===== config.mk =====
export PLATFORM = sky130hd
export DESIGN_NAME = exe_wb_skid
export DESIGN_NICKNAME = d
export VERILOG_FILES = /design/src/rtl/exe_wb_skid.sv
export SDC_FILE = /design/constraint.sdc
export NUM_CORES = 1
export LEC_CHECK = 0
export ABC_CLOCK_PERIOD_IN_PS = 1700
export CORE_UTILIZATION = 57
export DETAILED_ROUTE_END_ITERATION = 10
export DONT_BUFFER_PORTS = 1
export MAX_ROUTING_LAYER = met4
export PLACE_DENSITY = 0.75
export SYNTH_ARGS = -nofsm -noshare
export SYNTH_HDL_FRONTEND = slang
export SYNTH_SLANG_ARGS = --single-unit

===== constraint.sdc =====
create_clock -name clk -period 1.7 [get_ports clk]
set_clock_uncertainty 0.2 [all_clocks]
set_input_delay 0.255 -clock clk [delete_from_list [all_inputs] [get_ports clk]]
set_output_delay 0.255 -clock clk [all_outputs]
set_load 0.01 [all_outputs]

===== src/rtl/exe_wb_skid.sv =====
// Two-entry skid buffer between execute and writeback/PC-update. in_ready_o is a flop, so
// out_ready_i never reaches the execute stage combinationally. Define EXE_WB_FWD_EN to add the forwarding tap.
module exe_wb_skid #(
  parameter int DATA_W  = 32,
  parameter int RADDR_W = 5
) (
  input  logic               clk,
  input  logic               n_reset,
  input  logic               flush_i,
  input  logic               in_valid_i,
  output logic               in_ready_o,
  input  logic [DATA_W-1:0]  in_result_i,
  input  logic               in_jump_i,
  input  logic [DATA_W-1:0]  in_target_i,
  input  logic               in_wen_i,
  input  logic [RADDR_W-1:0] in_rd_addr_i,
  output logic               out_valid_o,
  input  logic               out_ready_i,
  output logic [DATA_W-1:0]  out_result_o,
  output logic               out_jump_o,
  output logic [DATA_W-1:0]  out_target_o,
  output logic               out_wen_o,
  output logic [RADDR_W-1:0] out_rd_addr_o,
`ifdef EXE_WB_FWD_EN
  output logic               fwd_valid_o,
  output logic [RADDR_W-1:0] fwd_addr_o,
  output logic [DATA_W-1:0]  fwd_data_o,
`endif
  output logic [1:0]         count_o
);

  typedef struct packed {
    logic [DATA_W-1:0]  result;
    logic               jump;
    logic [DATA_W-1:0]  target;
    logic               wen;
    logic [RADDR_W-1:0] rd;
  } entry_t;

  // The state encoding equals the occupancy, so count_o doubles as the state debug view.
  typedef enum logic [1:0] {EMPTY = 2'd0, ONE = 2'd1, TWO = 2'd2} state_e;

  state_e state_q;
  entry_t main_q, skid_q, in_entry;
  logic   in_ready_q;
  logic   main_valid, skid_valid, push, pop;

  // Handshake: a transfer occurs on a side in any cycle where both valid and ready are high.
  // Valid never depends on ready, and ready never depends on valid on the same side.
  assign main_valid = (state_q != EMPTY);
  assign skid_valid = (state_q == TWO);
  assign push       = in_valid_i & in_ready_q;
  assign pop        = main_valid & out_ready_i;

  // x0 is hardwired, so a write to it is stored as a non-write.
  always_comb begin
    in_entry        = '0;
    in_entry.result = in_result_i;
    in_entry.jump   = in_jump_i;
    in_entry.target = in_target_i;
    in_entry.wen    = in_wen_i & (in_rd_addr_i != '0);
    in_entry.rd     = in_rd_addr_i;
  end

  always_ff @(posedge clk) begin
    if (!n_reset) begin
      state_q    <= EMPTY;
      main_q     <= '0;
      skid_q     <= '0;
      in_ready_q <= 1'b1;
    end else if (flush_i) begin
      state_q    <= EMPTY;
      in_ready_q <= 1'b1;
    end else begin
      case (state_q)
        EMPTY: if (push) begin
          main_q  <= in_entry;
          state_q <= ONE;
        end
        ONE: begin
          if (push && !pop) begin
            skid_q     <= in_entry;
            state_q    <= TWO;
            in_ready_q <= 1'b0;
          end else if (push && pop) begin
            main_q <= in_entry;
          end else if (pop) begin
            state_q <= EMPTY;
          end
        end
        TWO: if (pop) begin
          main_q     <= skid_q;
          state_q    <= ONE;
          in_ready_q <= 1'b1;
        end
        default: begin
          state_q    <= EMPTY;
          in_ready_q <= 1'b1;
        end
      endcase
    end
  end

  assign in_ready_o    = in_ready_q;
  assign out_valid_o   = main_valid;
  assign out_result_o  = main_valid ? main_q.result : '0;
  assign out_jump_o    = main_valid & main_q.jump;
  assign out_target_o  = main_valid ? main_q.target : '0;
  assign out_wen_o     = main_valid & main_q.wen;
  assign out_rd_addr_o = main_valid ? main_q.rd : '0;
  assign count_o       = state_q;

`ifdef EXE_WB_FWD_EN
  // The skid entry is younger than main, so it wins when both write.
  always_comb begin
    fwd_valid_o = 1'b0;
    fwd_addr_o  = '0;
    fwd_data_o  = '0;
    if (skid_valid && skid_q.wen) begin
      fwd_valid_o = 1'b1;
      fwd_addr_o  = skid_q.rd;
      fwd_data_o  = skid_q.result;
    end else if (main_valid && main_q.wen) begin
      fwd_valid_o = 1'b1;
      fwd_addr_o  = main_q.rd;
      fwd_data_o  = main_q.result;
    end
  end
`endif

endmodule


==> results of run 1 <==
cell families after synthesis:
group	count (synthesis)	synth area share (%)
xor gates and xnor gates	1	0.1416
DFF	145	46.91
muxes	70	11.32
and+or+nand+nor	301	21.78
buffers and inverters	63	4.488
AOI/OAI and AO/OA	148	15.37
cell usage after synthesis:
master     instances
a2111oi_0          1
a211oi_1          70
a21oi_1           72
and2_1            71
and3_1             2
buf_2             30
buf_4              1
clkbuf_1          30
dfxtp_1          145
inv_1              1
inv_2              1
mux2i_1           70
nand2_1          143
nand2b_1           3
nand3_1            3
nand3b_1           1
nand4b_1           1
nor2_1            72
nor2b_1            1
nor3_1             1
nor4bb_1           1
o2111ai_1          1
o211ai_1           1
o21a_1             1
o21ai_0            1
o32ai_4            1
or2_1              1
or2_2              1
xor2_1             1
repair_timing:
item	4_1_cts
hold endpoints to repair	145
cloned	14
setup buffers	13
pin swaps	39
endpoints found under the setup margin	214
hold buffers	75
resized for setup	93
metrics by stage:
step,cells,instance area [µm²],hold WS [ns]
after floorplan,728,6201,0.1369
after global placement,823,6394,0.1418
after detailed placement,823,6394,0.1408
after CTS,957,8502,0.06025
==> metrics, run 1 <==
Final Wtd Congestion 0.8362; Yosys warning count 0; die height between 100 and 150 µm; detailed placement HPWL 8.617 mm; Synth Cell Area ~0.0062 mm²; Syn Nets between 800 and 900; status did not finish; Last stage 5_1_grt; largest net degree at the start of global routing 69; htree depth 4; #FFs+latches synth 145; clk buf depth 2; Die X 106.2 µm; Synth area leaders dfxtp_1 (47%), mux2i_1 (11%), nand2_1 (8.7%), a211oi_1 (8.5%), and2_1 (7.2%); I/O pins 151; initial core utilization about three fifths; Place WS -0.1880 ns; error msg [ERROR DPL-0038] Utilization greater than 100%, impossible to legalize; post-synth cell types 29; clk sinks 145; clk root buf clkbuf_8; Synth area leader dfxtp_1; Seq/Total Area, Yosys between 40% and 50%; worst_ep grt out_result_o[1]; Avg Cell Area, Syn 8.501 µm²; post-synth top area share 46.91%; Synth Instances 728; total CTS buffers 17; worst_ep kind top-level output; port bufs 0; Site Rows 37
==> run 2: changes to the inputs <==
==> config.mk (replaced) <==
export PLATFORM = sky130hd
export DESIGN_NAME = exe_wb_skid
export DESIGN_NICKNAME = d
export VERILOG_FILES = /design/src/rtl/exe_wb_skid.sv
export SDC_FILE = /design/constraint.sdc
export NUM_CORES = 1
export LEC_CHECK = 0
export ABC_CLOCK_PERIOD_IN_PS = 2200
export CORE_UTILIZATION = 40
export DETAILED_ROUTE_END_ITERATION = 10
export DONT_BUFFER_PORTS = 1
export PLACE_DENSITY_LB_ADDON = 0.15
export SYNTH_ARGS = -nofsm -noshare
export SYNTH_HDL_FRONTEND = slang
export SYNTH_SLANG_ARGS = --single-unit
==> constraint.sdc (replaced) <==
create_clock -name clk -period 2.2 [get_ports clk]
set_clock_uncertainty 0.2 [all_clocks]
set_input_delay 0.33 -clock clk [delete_from_list [all_inputs] [get_ports clk]]
set_output_delay 0.33 -clock clk [all_outputs]
set_load 0.01 [all_outputs]
==> run 2 against run 1 <==
Compared with the run above:
- the flow now finishes without violations
- synthesized area did not move
- synthesized cell count unchanged
==> metrics, run 2 <==
status complete, no violations; most numerous cell in the Yosys netlist dfxtp_1; clk sinks 145; clock transition at the registers of the reported paths 0.06 ns; Routed Antenna Nets 0; number of setup buffers added after CTS 0; most frequent cells in the layout nand2_1 (143), dfxtp_1 (143), dlygate4sd3_1 (75); port bufs 0; post-layout min period 2.114 ns; Crit. End Element output pin; worst setup path class flop to output pin; Pins Over Slew Limit 0; drt drc 0; detailed placement HPWL 9.212 mm; die height 126.4 µm; fin crit share 96.07%; Min Hold Slack 0.01579 ns; post-synth cell types 29; clk buf depth 2; largest family of logic cells by synthesized area simple AND/OR/NAND/NOR gates; Yosys warning count 0; worst slew pin tran approximately 0.50 ns; global route overflow 0; Seq/Total Area, Yosys 46.91%; first-pass GRT wire length 24.21 mm; via count around 5,100; post-synthesis async set-or-reset flop share 0%; I/O pins around 150; Synth Cell Area 0.006188 mm²; Ant. Diodes 0; Top FF cell, synth dfxtp_1; vias in the first global route between 4,000 and 5,000; Synth area leader dfxtp_1; pwr dens just over 800 mW/mm²; # setup viols final 0; total negative slack 0 ns; antenna violations before repair 0; Synth Instances 728; P_leak 3.272 nW; CP Data Required Time 1.67 ns; Die X 126.4 µm; drt initial violations 330; share of cells above drive strength 1 about 7.4%; Synth area leaders dfxtp_1 (47%), mux2i_1 (11%), nand2_1 (8.7%), a211oi_1 (8.5%), and2_1 (7.2%); Synth Area in Simple Gates 21.78%; total CTS buffers 17; Max Cap Viol 0; Avg Cell Area, Syn 8.501 µm²; Final Wtd Congestion 0.7654; CP max stage delay 0.38 ns; peak supply drop 485.7 µV; routed len/inst 15.02 µm; post-synthesis compound-gate area fraction 15.37%; critical path peak fanout 31; Core Box Area 0.01515 mm²; multiplexer share of the synthesized area around 11%; initial core utilization 40.86%; XOR/XNOR share of the synthesized area 0.1415%; largest net degree at the start of global routing 72; htree depth 4; Startpoint Class flop; fmax 473.1 MHz; number of synthesized flops with an enable pin 0; TritonCTS clock tree built; Site Rows between 40 and 50; crit path DAT between 1.5 and 2 ns; #FFs+latches synth 145; Skew-Pair Late Insertion Delay 0.42 ns; Tightest Hold Check Type input pin to flop; Syn Nets 804; Post-synth top cells dfxtp_1 (145), nand2_1 (143), a21oi_1 (72), nor2_1 (72), and2_1 (71); post-synth top area share approximately 47%; Slew Limit Headroom between 60 and 70%; Synth Area in Adders 0%; nets ~860; GRT Util Overall 19.11%; Hold Fails Final Rpt 0; CP cell instances or2_2, buf_6, and2_1; Area Overhead vs Synth 27.21%; First-pass DRT Iterations 4; Crit-path slowest cell dfxtp_2; Die ar. 0.01597 mm²; DR vias/cell 5.172; RSZ-0062 raised after global routing false; drt total wl 14.75 mm; clk root buf clkbuf_16
[run 2: cell counts after synthesis]
No cell type changed its count.
[run 2: path summary, 6_finish.rpt]
path	start	end	slack [ns]	depth (start not counted)
worst max-delay path	count_o[1]$_SDFFE_PP0P_	out_target_o[30]	0.09	3
worst max register to register	count_o[1]$_SDFFE_PP0P_	main_q[14]$_SDFFE_PN0P_	0.22	6
worst min register to register	skid_q[46]$_SDFFE_PN0P_	skid_q[46]$_SDFFE_PN0P_	0.25	2
worst min-delay path	in_target_i[5]	main_q[11]$_SDFFE_PN0P_	0.02	2
[run 2: what timing repair did]
| item | in CTS | in global routing |
|---|---|---|
| hold buffers | 75 | 0 |
| gates resized for setup | 2 | 1 |
| endpoints found under the hold margin | 142 | 0 |
| pin swaps | 0 | 0 |
| cloned | 0 | 0 |
| endpoints found under the setup margin | 30 | 25 |
[run 2: per-stage QoR]
step / setup slack [ns] / util [%] / power, mW / cell area (µm²) / instances
final: 0.08644 / 51.98 / 6.466 / 7873 / 982
after global placement: 0.2208 / 42.64 / 3.212 / 6457 / 875
after CTS: 0.05371 / 51.97 / 6.545 / 7871 / 982
after detailed placement: 0.1327 / 42.64 / 3.229 / 6457 / 875
after floorplan: 0.3732 / - / 3.126 / 6188 / 728
after global routing: 0.02340 / 51.98 / 6.736 / 7873 / 982
[run 2: per-layer routing]
layer	vias up	wire length [µm]	track usage, %
met5	-	0	0
met4	0	257	7.229
met3	17	921	6.580
met2	132	6838	30.35
met1	2345	6735	23.89
li1	2585	-	-
[run 2: worst max-delay path, delay by kind of cell (launching register included)]
kind / cells / cell delay [ns]
buffers and inverters: 1 / 0.19
AND/OR/NAND/NOR: 2 / 0.58
flip-flops: 1 / 0.38
[run 2: where the power goes]
part	leakage, nW	total (mW)	switching (mW)	internal [mW]
sequential	1.18	2.78	0.0482	2.73
combinational	1.77	0.517	0.272	0.245
clock	0.323	3.17	1.09	2.08
total	3.27	6.47	1.41	5.06
[run 2: cells by family (layout without fill, tap and decap cells)]
logic type                after synthesis  after routing
DFF                                   145            145
buffers and inverters                  63            129
muxes                                  70             70
AOI/OAI and AO/OA                     148            148
and+or+nand+nor                       301            301
xor gates and xnor gates                1              1
[run 2: cell type report]
class | instances | area, µm²
Tap cell | 188 | 235.2
Clock buffer | 24 | 511.7
Fill cell | 1419 | 7273
Sequential cell | 145 | 2905
Timing Repair Buffer | 95 | 1042
Inverter | 2 | 10.01
Multi-Input combinational cell | 520 | 3022
Clock inverter | 8 | 146.4
(Power assumes the default switching activity.)
==> run 3: changes to the inputs <==
--- a/config.mk
+++ b/config.mk
@@ -6,6 +6,7 @@
 export NUM_CORES = 1
 export LEC_CHECK = 0
 export ABC_CLOCK_PERIOD_IN_PS = 2200
+export CORE_ASPECT_RATIO = 1.1
 export CORE_UTILIZATION = 40
 export DETAILED_ROUTE_END_ITERATION = 10
 export DONT_BUFFER_PORTS = 1
==> run 3 against run 2 <==
Compared with the run above:
- sequential power about the same
- largest power group unchanged
- flip-flop and latch count stayed put
- via count is 0.77% lower
- maximum frequency increased by 0.26%
- critical path depth unchanged
==> metrics, run 3 (synthesized netlist as in run 2, its figures left out) <==
status complete, no violations; Reg2Reg Setup Slack 0.18 ns; TritonCTS clock tree built; I/O pins ~150; DR vias/cell ~5.1; RSZ-0062 raised after global routing false; most frequent cells in the layout nand2_1 (143), dfxtp_1 (143), dlygate4sd3_1 (75); RR Endpoint main_q[33]$_SDFFE_PN0P_; antenna violations before repair 0; initial core utilization 41.11%; die height 132.5 µm; htree depth 4; drt initial violations ~280; Routed Antenna Nets 0; P_leak 3.226 nW; CP max stage delay ~0.38 ns; clk buf depth 2; clk root buf clkbuf_16; net switching power around 1.4 mW; Tightest Hold Check Type input pin to flop; Die X 120.6 µm; CP cell instances or2_2, buf_12, and2_1; critical path peak fanout 45; drt total wl ~15 mm; drt drc 0; Final Wtd Congestion 0.7423; Ant. Diodes 0; Pins Over Slew Limit 0; worst slew pin tran 0.4769 ns; Hold Fails Final Rpt 0; vias in the first global route 4,957; clk sinks between 100 and 150; peak supply drop 469.4 µV; fin crit share 95.82%; Crit. End Element output pin; via count 5,040; post-layout min period around 2.1 ns; port bufs 0; Skew-Pair Late Insertion Delay 0.41 ns; Reg2Reg Depth 6; Die ar. approximately 0.016 mm²; critical path depth in cells 3; first-pass GRT wire length 24.82 mm; clock network fraction of total power 47.3%; Buf/Inv on CP 1; Startpoint Class flop; hold endpoint main_q[4]$_SDFFE_PN0P_; clock transition at the registers of the reported paths 0.06 ns; P_int between 4 and 5 mW; First-pass DRT Iterations 5; largest net degree at the start of global routing about 70; worst setup path class flop to output pin; Crit-path slowest cell dfxtp_2; hold path startpoint in_rd_addr_i[4]; Max Cap Viol 0; sw frac 23.05%; total CTS buffers 17; FF-to-FF Start count_o[1]$_SDFFE_PP0P_; Seq pwr share 44.4%; global route overflow 0; fmax around 470 MHz; share of cells above drive strength 1 approximately 7.2%; Gate power share 8.3%; pwr dens 801.2 mW/mm²; routed len/inst 15.31 µm; nets 854; GRT Util Overall 19.78%; total negative slack 0 ns; Area Overhead vs Synth 26.28%; Slew Limit Headroom approximately 68%; # setup viols final 0; detailed placement HPWL 9.146 mm; Site Rows 47; CP Data Required Time between 1.5 and 2 ns; Core Box Area 0.01505 mm²; hold depth 2; Top Family by Delay on Critical Path simple AND/OR/NAND/NOR gates; crit path DAT 1.58 ns; overall power 6.261 mW
[run 3: cell types whose count changed in the layout (fill, tap and decap cells not counted), sizes merged]
cell      before  now
bufinv         4    3
clkinvlp       1    5
buf           20   17
clkinv         2    4
clkbuf        24   19
[run 3: routing by layer]
layer | part of all wire [%] | GRT usage, % | wire length (µm)
met5 | 0 | 0 | 0
met2 | 49 | 32.34 | 7333
met3 | 5.1 | 6.164 | 768
met4 | 1.9 | 7.819 | 283
met1 | 45 | 24.11 | 6729
[run 3: power by group through the flow]
stage	sequential [mW]	combinational (mW)	clock [mW]
2_1_floorplan	2.82	0.304	0
4_1_cts	2.78	0.517	3.04
3_5_place_dp	2.84	0.391	0
6_report	2.78	0.517	2.96
3_3_place_gp	2.84	0.378	0
5_1_grt	2.79	0.576	3.17
[run 3: worst max path at each step]
stage	startpoint	slack, ns	end
after floorplan	count_o[1]$_SDFFE_PP0P_	0.37	out_rd_addr_o[0]
after global placement	count_o[1]$_SDFFE_PP0P_	0.24	main_q[26]$_SDFFE_PN0P_
after detailed placement	count_o[1]$_SDFFE_PP0P_	0.15	main_q[53]$_SDFFE_PN0P_
after CTS	count_o[0]$_SDFFE_PP0P_	0.005	out_jump_o
after global routing	count_o[1]$_SDFFE_PP0P_	0.02	out_rd_addr_o[1]
final	count_o[1]$_SDFFE_PP0P_	0.09	out_rd_addr_o[1]
[run 3: area by class of cell]
cell class,instances,area [µm²]
Fill cell,1401,7239
Multi-Input combinational cell,520,3022
Sequential cell,145,2905
Timing Repair Buffer,92,1020
Clock buffer,19,452.9
Tap cell,196,245.2
Clock inverter,13,160.2
Inverter,2,10.01
[run 3: worst register-to-register path: stages (launching register included)]
cell      delay (ns)
dfxtp_2         0.38
or2_1           0.28
o32ai_4         0.25
buf_12          0.26
buf_12          0.24
nor2_1          0.09
a211oi_1        0.24
[run 3: what timing repair did]
| item | 4_1_cts | 5_1_grt |
|---|---|---|
| gates cloned | 0 | 0 |
| buffers inserted | 0 | 0 |
| hold buffers | 75 | 0 |
| gates resized for setup | 1 | 2 |
| hold endpoints to repair | 143 | 0 |
| setup endpoints to repair | 26 | 26 |
[run 3: through the flow]
| step | area (µm²) | instances | util (%) | setup WS [ns] | hold WS, ns |
|---|---|---|---|---|---|
| 5_1_grt | 7815 | 987 | 51.91 | 0.02378 | 0.03176 |
| 2_1_floorplan | 6188 | 728 | - | 0.3732 | 0.2189 |
| 3_5_place_dp | 6445 | 880 | 42.81 | 0.1510 | 0.2245 |
| 3_3_place_gp | 6445 | 880 | 42.81 | 0.2405 | 0.2229 |
| 6_report | 7815 | 987 | 51.91 | 0.09203 | 0.01144 |
| 4_1_cts | 7810 | 987 | 51.88 | 0.004861 | 0.01140 |
